[config.mk]
export PLATFORM = sky130hd
export DESIGN_NAME = tmds_video_timing_ctrl
export DESIGN_NICKNAME = d
export VERILOG_FILES = /design/src/rtl/tmds_video_timing_ctrl.sv
export SDC_FILE = /design/constraint.sdc
export NUM_CORES = 1
export LEC_CHECK = 0
export ABC_AREA = 0
export BUFFER_PORTS_ARGS = -buffer_cell sky130_fd_sc_hd__buf_2
export CORE_MARGIN = 1
export CORE_UTILIZATION = 55
export DETAILED_ROUTE_END_ITERATION = 7
export GPL_ROUTABILITY_DRIVEN = 0
export PLACE_DENSITY_LB_ADDON = 0.08
export SETUP_SLACK_MARGIN = 0.5
export SLEW_MARGIN = 20
export SYNTH_ARGS = -nofsm -noshare
export SYNTH_HDL_FRONTEND = slang
export SYNTH_SLANG_ARGS = --single-unit
[constraint.sdc]
create_clock -name clk_i -period 2.6 [get_ports clk_i]
set_input_delay 0.39 -clock clk_i [delete_from_list [all_inputs] [get_ports clk_i]]
set_output_delay 0.39 -clock clk_i [all_outputs]
set_load 0.1 [all_outputs]
[src/rtl/tmds_video_timing_ctrl.sv]
// -----------------------------------------------------------------------------
// tmds_video_timing_ctrl
//
// Raster sequencer for one TMDS encoder channel. It generates horizontal and
// vertical timing and produces the encoder inputs disp_ena, control[1:0]
// ({vsync, hsync}) and the 8-bit pixel value d_out. All three are registered
// and aligned in the same cycle. Pixels are pulled from a show-ahead source
// with a req/valid handshake: the source pops on pix_req_o && pix_valid_i.
// Start and stop are frame-granular. Once a frame has started it always runs
// to completion.
//
// Optional feature macro: TMDS_TEST_PATTERN_EN
//   When this macro is defined, tp_sel_i selects an internal test pattern
//   (h_cnt[7:0] ^ {8{v_cnt[4]}}) and the pixel source is not popped. When it
//   is undefined, tp_sel_i is ignored.
//
// Ports
//   clk_i           pixel clock
//   rst_i           synchronous reset, active-high
//   run_i           request video output
//   pix_data_i[7:0] source pixel, valid when pix_valid_i=1
//   pix_valid_i     source has a pixel available (show-ahead)
//   underrun_clr_i  clears the sticky underrun flag
//   tp_sel_i        test pattern select (TMDS_TEST_PATTERN_EN builds only)
//   pix_req_o       pops the source this cycle (combinational)
//   disp_ena_o      encoder disp_ena (registered)
//   control_o[1:0]  encoder control, [0]=hsync, [1]=vsync (registered)
//   d_out_o[7:0]    encoder d_in (registered)
//   frame_start_o   1-clk pulse while the first pixel of a frame is on the outputs
//   underrun_o      sticky: a pixel was needed but pix_valid_i=0
//   busy_o          sequencer is not idle
// -----------------------------------------------------------------------------
module tmds_video_timing_ctrl #(
    parameter int   H_ACTIVE = 640,
    parameter int   H_FP     = 16,
    parameter int   H_SYNC   = 96,
    parameter int   H_BP     = 48,
    parameter int   V_ACTIVE = 480,
    parameter int   V_FP     = 10,
    parameter int   V_SYNC   = 2,
    parameter int   V_BP     = 33,
    parameter logic HS_POL   = 1'b0,
    parameter logic VS_POL   = 1'b0
) (
    input  logic       clk_i,
    input  logic       rst_i,
    input  logic       run_i,
    input  logic [7:0] pix_data_i,
    input  logic       pix_valid_i,
    input  logic       underrun_clr_i,
    input  logic       tp_sel_i,
    output logic       pix_req_o,
    output logic       disp_ena_o,
    output logic [1:0] control_o,
    output logic [7:0] d_out_o,
    output logic       frame_start_o,
    output logic       underrun_o,
    output logic       busy_o
);

    // Both totals must not exceed 4096 so that the counters fit in 12 bits.
    localparam int H_TOTAL = H_ACTIVE + H_FP + H_SYNC + H_BP;
    localparam int V_TOTAL = V_ACTIVE + V_FP + V_SYNC + V_BP;

    localparam logic [11:0] H_ACT_END = 12'(H_ACTIVE);
    localparam logic [11:0] H_SYNC_LO = 12'(H_ACTIVE + H_FP);
    localparam logic [11:0] H_SYNC_HI = 12'(H_ACTIVE + H_FP + H_SYNC);
    localparam logic [11:0] H_LAST    = 12'(H_TOTAL - 1);
    localparam logic [11:0] V_ACT_END = 12'(V_ACTIVE);
    localparam logic [11:0] V_SYNC_LO = 12'(V_ACTIVE + V_FP);
    localparam logic [11:0] V_SYNC_HI = 12'(V_ACTIVE + V_FP + V_SYNC);
    localparam logic [11:0] V_LAST    = 12'(V_TOTAL - 1);

    // Inactive control pattern: both syncs deasserted.
    localparam logic [1:0] CTRL_IDLE = {~VS_POL, ~HS_POL};

    typedef enum logic [1:0] {
        S_IDLE  = 2'd0,
        S_RUN   = 2'd1,
        S_DRAIN = 2'd2
    } state_t;

    state_t      state_q, state_d;
    logic [11:0] h_cnt_q, h_cnt_d;
    logic [11:0] v_cnt_q, v_cnt_d;
    logic        disp_ena_q, disp_ena_d;
    logic [1:0]  control_q, control_d;
    logic [7:0]  d_out_q, d_out_d;
    logic        frame_start_q, frame_start_d;
    logic        underrun_q, underrun_d;

    logic        running;
    logic        act;
    logic        hs;
    logic        vs;
    logic        h_wrap;
    logic        frame_end;
    logic        tp_active;
    logic [7:0]  pix_byte;

`ifdef TMDS_TEST_PATTERN_EN
    // tp_sel_i is registered so a switch only affects the following cycle.
    logic        tp_q;
    logic [7:0]  tp_byte;

    assign tp_active = tp_q;
    assign tp_byte   = h_cnt_q[7:0] ^ {8{v_cnt_q[4]}};
    assign pix_byte  = tp_q ? tp_byte : (pix_valid_i ? pix_data_i : 8'h00);

    always_ff @(posedge clk_i) begin
        if (rst_i) begin
            tp_q <= 1'b0;
        end else begin
            tp_q <= tp_sel_i;
        end
    end
`else
    logic unused_tp_sel;

    assign unused_tp_sel = tp_sel_i;
    assign tp_active     = 1'b0;
    assign pix_byte      = pix_valid_i ? pix_data_i : 8'h00;
`endif

    // Position decode for the current cycle.
    assign running   = (state_q != S_IDLE);
    assign act       = (h_cnt_q < H_ACT_END) && (v_cnt_q < V_ACT_END);
    assign hs        = (h_cnt_q >= H_SYNC_LO) && (h_cnt_q < H_SYNC_HI);
    assign vs        = (v_cnt_q >= V_SYNC_LO) && (v_cnt_q < V_SYNC_HI);
    assign h_wrap    = (h_cnt_q == H_LAST);
    assign frame_end = h_wrap && (v_cnt_q == V_LAST);

    // The request is raised for every active position, independent of
    // pix_valid_i; a missing pixel is what the underrun flag records.
    assign pix_req_o = running && act && !tp_active;

    always_comb begin
        state_d = state_q;
        h_cnt_d = h_cnt_q;
        v_cnt_d = v_cnt_q;
        unique case (state_q)
            S_IDLE: begin
                h_cnt_d = 12'd0;
                v_cnt_d = 12'd0;
                if (run_i) begin
                    state_d = S_RUN;
                end
            end
            S_RUN, S_DRAIN: begin
                if (h_wrap) begin
                    h_cnt_d = 12'd0;
                    v_cnt_d = frame_end ? 12'd0 : v_cnt_q + 12'd1;
                end else begin
                    h_cnt_d = h_cnt_q + 12'd1;
                end
                // A re-raised run resumes without disturbing the counters;
                // otherwise stopping only happens at the frame wrap.
                if (run_i) begin
                    state_d = S_RUN;
                end else if ((state_q == S_DRAIN) && frame_end) begin
                    state_d = S_IDLE;
                end else begin
                    state_d = S_DRAIN;
                end
            end
            default: begin
                state_d = S_IDLE;
                h_cnt_d = 12'd0;
                v_cnt_d = 12'd0;
            end
        endcase
    end

    always_comb begin
        disp_ena_d    = running && act;
        control_d     = running ? {vs ? VS_POL : ~VS_POL, hs ? HS_POL : ~HS_POL}
                                : CTRL_IDLE;
        d_out_d       = (running && act) ? pix_byte : 8'h00;
        frame_start_d = running && (h_cnt_q == 12'd0) && (v_cnt_q == 12'd0);
        // Set has priority over clear so a simultaneous event is never lost.
        if (pix_req_o && !pix_valid_i) begin
            underrun_d = 1'b1;
        end else if (underrun_clr_i) begin
            underrun_d = 1'b0;
        end else begin
            underrun_d = underrun_q;
        end
    end

    always_ff @(posedge clk_i) begin
        if (rst_i) begin
            state_q       <= S_IDLE;
            h_cnt_q       <= 12'd0;
            v_cnt_q       <= 12'd0;
            disp_ena_q    <= 1'b0;
            control_q     <= CTRL_IDLE;
            d_out_q       <= 8'h00;
            frame_start_q <= 1'b0;
            underrun_q    <= 1'b0;
        end else begin
            state_q       <= state_d;
            h_cnt_q       <= h_cnt_d;
            v_cnt_q       <= v_cnt_d;
            disp_ena_q    <= disp_ena_d;
            control_q     <= control_d;
            d_out_q       <= d_out_d;
            frame_start_q <= frame_start_d;
            underrun_q    <= underrun_d;
        end
    end

    assign disp_ena_o    = disp_ena_q;
    assign control_o     = control_q;
    assign d_out_o       = d_out_q;
    assign frame_start_o = frame_start_q;
    assign underrun_o    = underrun_q;
    assign busy_o        = running;

endmodule

=== Word-level counts from Yosys, hierarchy flattened ===
Index checks and enable logic that the tools add are counted.

* Output and inout bits: 15
* Register bits: 39
* Word-level logic and storage cells: 54
* Input port bits: 14

* Order comparisons: 6
* Bitwise operators: 4
* Eq/ne operators: 5
* Add/subtract/negate cells: 2
* Mux-type cells: 9
* Reductions and logical operators: 20

{| class="wikitable"
|+ Operator list
! kind !! count
|-
| $add A12 B1 Y12 const B || 2
|-
| $eq A12 B10 Y1 const B || 2
|-
| $logic_not A12 Y1 || 2
|-
| $lt A12 B10 Y1 const B || 2
|-
| $lt A12 B9 Y1 const B || 2
|-
| $ge A12 B10 Y1 const B || 1
|-
| $ge A12 B9 Y1 const B || 1
|-
| $mux W12 || 1
|-
| $logic_and A1 B1 Y1 || 9
|-
| $mux W2 || 3
|-
| $reduce_or A2 Y1 || 3
|-
| $reduce_or A3 Y1 || 2
|-
| $mux W1 || 4
|-
| $not A1 Y1 || 4
|-
| $pmux W2 S2 || 1
|-
| $reduce_bool A2 Y1 || 2
|-
| $eq A2 B1 Y1 const B || 1
|-
| $eq A2 B2 Y1 const B || 1
|-
| $logic_not A2 Y1 || 1
|-
| $ne A2 B2 Y1 const B || 1
|-
| $logic_not A1 Y1 || 1
|}

=== Longest topological paths before layout ===
* Depth in word-level cells: 6
* Mapped depth: 7
* Gate-level depth less buffers: 6

=== Worst setup path before layout ===
No wires, ideal clock.

* Path type: register to output
* From: reg h_cnt_q[7]
* To: out pix_req_o
* Buffers on the path: 1
* Arrival: 3.814 ns
* Setup slack: -1.604 ns
* Cell stages (with the launch flop): 5
* Data required time: 2.210 ns
* Path through: dfxtp_1 clkbuf_8 o21ai_0 nand3_1 nor4b_1

* Word-level cells in the longest chain between the ends: 3

{| class="wikitable"
|+ RTL lines
! what !! line !! source
|-
| from (decl) || 84 || <nowiki>logic [11:0] h_cnt_q, h_cnt_d;</nowiki>
|-
| from (signal assigned) || 202 || <nowiki>h_cnt_q <= h_cnt_d;</nowiki>
|-
| $lt A12 B10 Y1 || 127 || <nowiki>assign act = (h_cnt_q < H_ACT_END) && (v_cnt_q < V_ACT_END);</nowiki>
|-
| $logic_and A1 B1 Y1 || 127 ||
|-
| $logic_and A1 B1 Y1 || 135 || <nowiki>assign pix_req_o = running && act && !tp_active;</nowiki>
|-
| to (decl) || 52 || <nowiki>output logic pix_req_o,</nowiki>
|}

No other way between the ends.

=== Worst setup path after layout ===
* From: reg h_cnt_q[10]
* To: reg v_cnt_q[10]

* Word-level cells in the longest chain between the ends: 3

{| class="wikitable"
|+ RTL lines
! what !! line !! source
|-
| $eq A12 B10 Y1 (*) || 130 || <nowiki>assign h_wrap = (h_cnt_q == H_LAST);</nowiki>
|-
| $logic_and A1 B1 Y1 || 131 || <nowiki>assign frame_end = h_wrap && (v_cnt_q == V_LAST);</nowiki>
|-
| $mux W12 || 152 || <nowiki>v_cnt_d = frame_end ? 12'd0 : v_cnt_q + 12'd1;</nowiki>
|-
| to (signal assigned) || 203 || <nowiki>v_cnt_q <= v_cnt_d;</nowiki>
|-
| to (decl) || 85 || <nowiki>logic [11:0] v_cnt_q, v_cnt_d;</nowiki>
|}

Every way passes the cells marked *; elsewhere a longest branch is shown, timed or not.
A chain may end at the register's enable or synchronous reset.

==> results_dict.tcl <==
set metrics [dict create \
    power_density_mw_per_mm2 547 \
    finalCritPeriodShare 0.835 \
    finalClockSkew_ns 0.00739 \
    overflow 0 \
    multi_input_area_mm2 0.00102 \
    routed_wl_um 3830 \
    drc_errors 0 \
    cts_inserted_buffers 5 \
    worst_pin_slew_ns 0.553 \
    rows 20 \
    synth_seq_cells 39 \
    avgSynthCellArea_um2 9.05 \
    antenna_found_initial 0 \
    seq_area_um2 790 \
    power.leakage_nw 0.843 \
    synth_top_area_share 0.423 \
    cts.path.max_buffers 2 \
    cp_num_buf_inv 0 \
    slew_headroom 0.629 \
    clk_latency_ns 0.35 \
    hpwl_um 2680 \
    drt_first_pass_iters 4 \
    period_needed_ns 2.17 \
    min-delay-path-class "input pin to register" \
    setup_viol 0 \
    routedWlPerCell_um 13.5 \
    fill_cells 243 \
    drt_iter0_drc 62 \
    synthTopCellsByCount "dfxtp_1 (39), nor2_1 (24), nand3_1 (13)" \
    maxSlewViolCount 0 \
    tns_ns 0 \
    synth_cells 204 \
    cp_cell_sequence "or4_4 -> or4_4 -> or4_4 -> a21oi_2" \
    final_layout_size_suffix_gt1_frac 0.297 \
    critPathMostFrequentCell "or4_4" \
    cts.sinks 39 \
    core_area_mm2 0.00313 \
    r2r_slack_ns 0.43 \
    port-buffer-count 27 \
    grt_pass1_vias 1391 \
    rsz0062_at_grt "yes" \
    required_ns 2.89 \
    track_usage 0.224 \
    finalNonFillerCells 283 \
    crit_path_top_delay_cell "or4_4" \
    synth_edf_count 0 \
    initial_core_util 0.590 \
    die_w_um 59.9 \
    synth.distinct_cells 46 \
    netlist_area_mm2 0.00185 \
    ys_seq_area_frac 0.423 \
    async_reset_ff_frac 0 \
    route.vias.total 1630 \
    path_clk_slew_ns 0.12 \
    worst_path_dominant_cell_family "simple AND/OR/NAND/NOR gates" \
    ant_nets 0 \
    ir_drop_mv 0.344 \
    ios 29 \
    clockRootBuffer "clkbuf_4" \
    die_h_um 59.9 \
    crit_type "register to register" \
    drv_cap 0 \
    cts_tree "done" \
    critPathArrivalTime_ns 2.46 \
    slowest_delay_ns 0.55 \
    max_freq_ghz 0.461 \
    outcome "finished clean" \
    syn-num-nets 225 \
    synthFlopType "dfxtp_1" \
    grt_max_degree 14 \
    dp_cells 270 \
    synth_top_cell_by_area "dfxtp_1" \
    crit_path_start_kind "register" \
    htreeDepth 2 \
    fin_nets 259 \
    yosys-top-cells-area "dfxtp_1 (42%), nor2_1 (4.9%), ha_1 (4.7%)" \
    grt_pass1_wl_um 6000 \
    design.die.area_mm2 0.00359 \
    area_delta_synth_final_pct 18.0 \
    hold_viol 0 \
    cp_max_fo 6 \
    yosysMostFrequentCell "dfxtp_1" \
    via_per_inst 5.76 \
    antennaDiodeCount 0 \
    cp-end-kind "register" \
    ys_warn_count 0 \
]
-- sequential cells by signal (all words and copies together), names as in the netlist --
name           flops
h_cnt_q           12
control_o          2
v_cnt_q           12
state_q            2
underrun_o         1
d_out_o            8
disp_ena_o         1
frame_start_o      1
-- cells in the final DEF, fill, tap and decap left out, types with 2 or more instances in the layout --
cell type and instances:
dfxtp_2 4, a31oi_1 4, nor2b_1 2, xor2_1 2, and3_2 2, nor4_1 6
or4_4 7, a21oi_1 3, nor2_1 24, ha_1 6, clkbuf_4 5, o21ai_0 7
dfxtp_1 34, buf_2 26, inv_1 11, a21oi_2 4, buf_4 6, xnor2_1 8
and2_1 8, nor3_1 6, a311oi_1 3, nand3_1 12, o211a_1 2, or3_1 2
nand4_1 7, or4_1 2, nand2_1 7, mux2i_1 2
-- per-layer routing --
layer | share of wire | track usage | up-vias
met2 | 0.45 | 0.352 | 73
met4 | 0.020 | 0.0831 | 0
met3 | 0.079 | 0.0693 | 9
met1 | 0.45 | 0.286 | 742
li1 | - | - | 806
met5 | 0 | 0 | -
-- power breakdown --
part	internal, W	total [W]	switching [W]
clock	0.000202	0.000401	0.000199
combinational	0.0000408	0.000175	0.000134
sequential	0.000609	0.000616	0.00000704
-- kinds of logic after synthesis --
family                     synth area share
AOI/OAI and AO/OA                     0.104
xor gates and xnor gates             0.0475
adders and majority gates            0.0475
buffers and inverters                0.0617
DFF                                   0.423
muxes                                0.0108
and+or+nand+nor                       0.305
-- cell type report --
| type | instances | share of cell area |
|---|---|---|
| clock buffers | 5 | 0.0172 |
| inverters | 11 | 0.0190 |
| clock inverters | 3 | 0.0201 |
| well taps | 44 | 0.0253 |
| flip-flops and latches | 39 | 0.363 |
| repair buffers | 33 | 0.0856 |
| multi-input cells | 148 | 0.470 |
-- stage by stage --
stage | utilization | setup WS [ns] | hold WS, ns | total power (W) | cell area (um2)
after floorplan | - | 0.462 | 0.450 | 0.000769 | 1870
after global placement | 0.641 | 0.464 | 0.451 | 0.000796 | 2000
after detailed placement | 0.641 | 0.363 | 0.477 | 0.000801 | 2000
after CTS | 0.668 | 0.418 | 0.221 | 0.00120 | 2090
after global routing | 0.696 | 0.394 | 0.224 | 0.00124 | 2180
final | 0.696 | 0.428 | 0.232 | 0.00119 | 2180
-- path summary, 6_finish.rpt --
path,depth (start not counted),end,start
hold / removal,2,d_out_o[2]$_SDFF_PP0_,pix_data_i[2]
setup reg to reg,4,v_cnt_q[10]$_SDFFE_PP0N_,h_cnt_q[10]$_SDFF_PP0_
setup / recovery,4,v_cnt_q[10]$_SDFFE_PP0N_,h_cnt_q[10]$_SDFF_PP0_
hold reg to reg,1,h_cnt_q[0]$_SDFF_PP0_,h_cnt_q[0]$_SDFF_PP0_
-- timing repair --
action                                  4_1_cts  5_1_grt
endpoints found under the setup margin        6        6
buffers inserted                              0        4
gates cloned                                  0        1
gates resized for setup                       3       15
hold buffers                                  0        0
pin swaps                                     0        9
No activity file was read; power rests on OpenSTA's default activity.
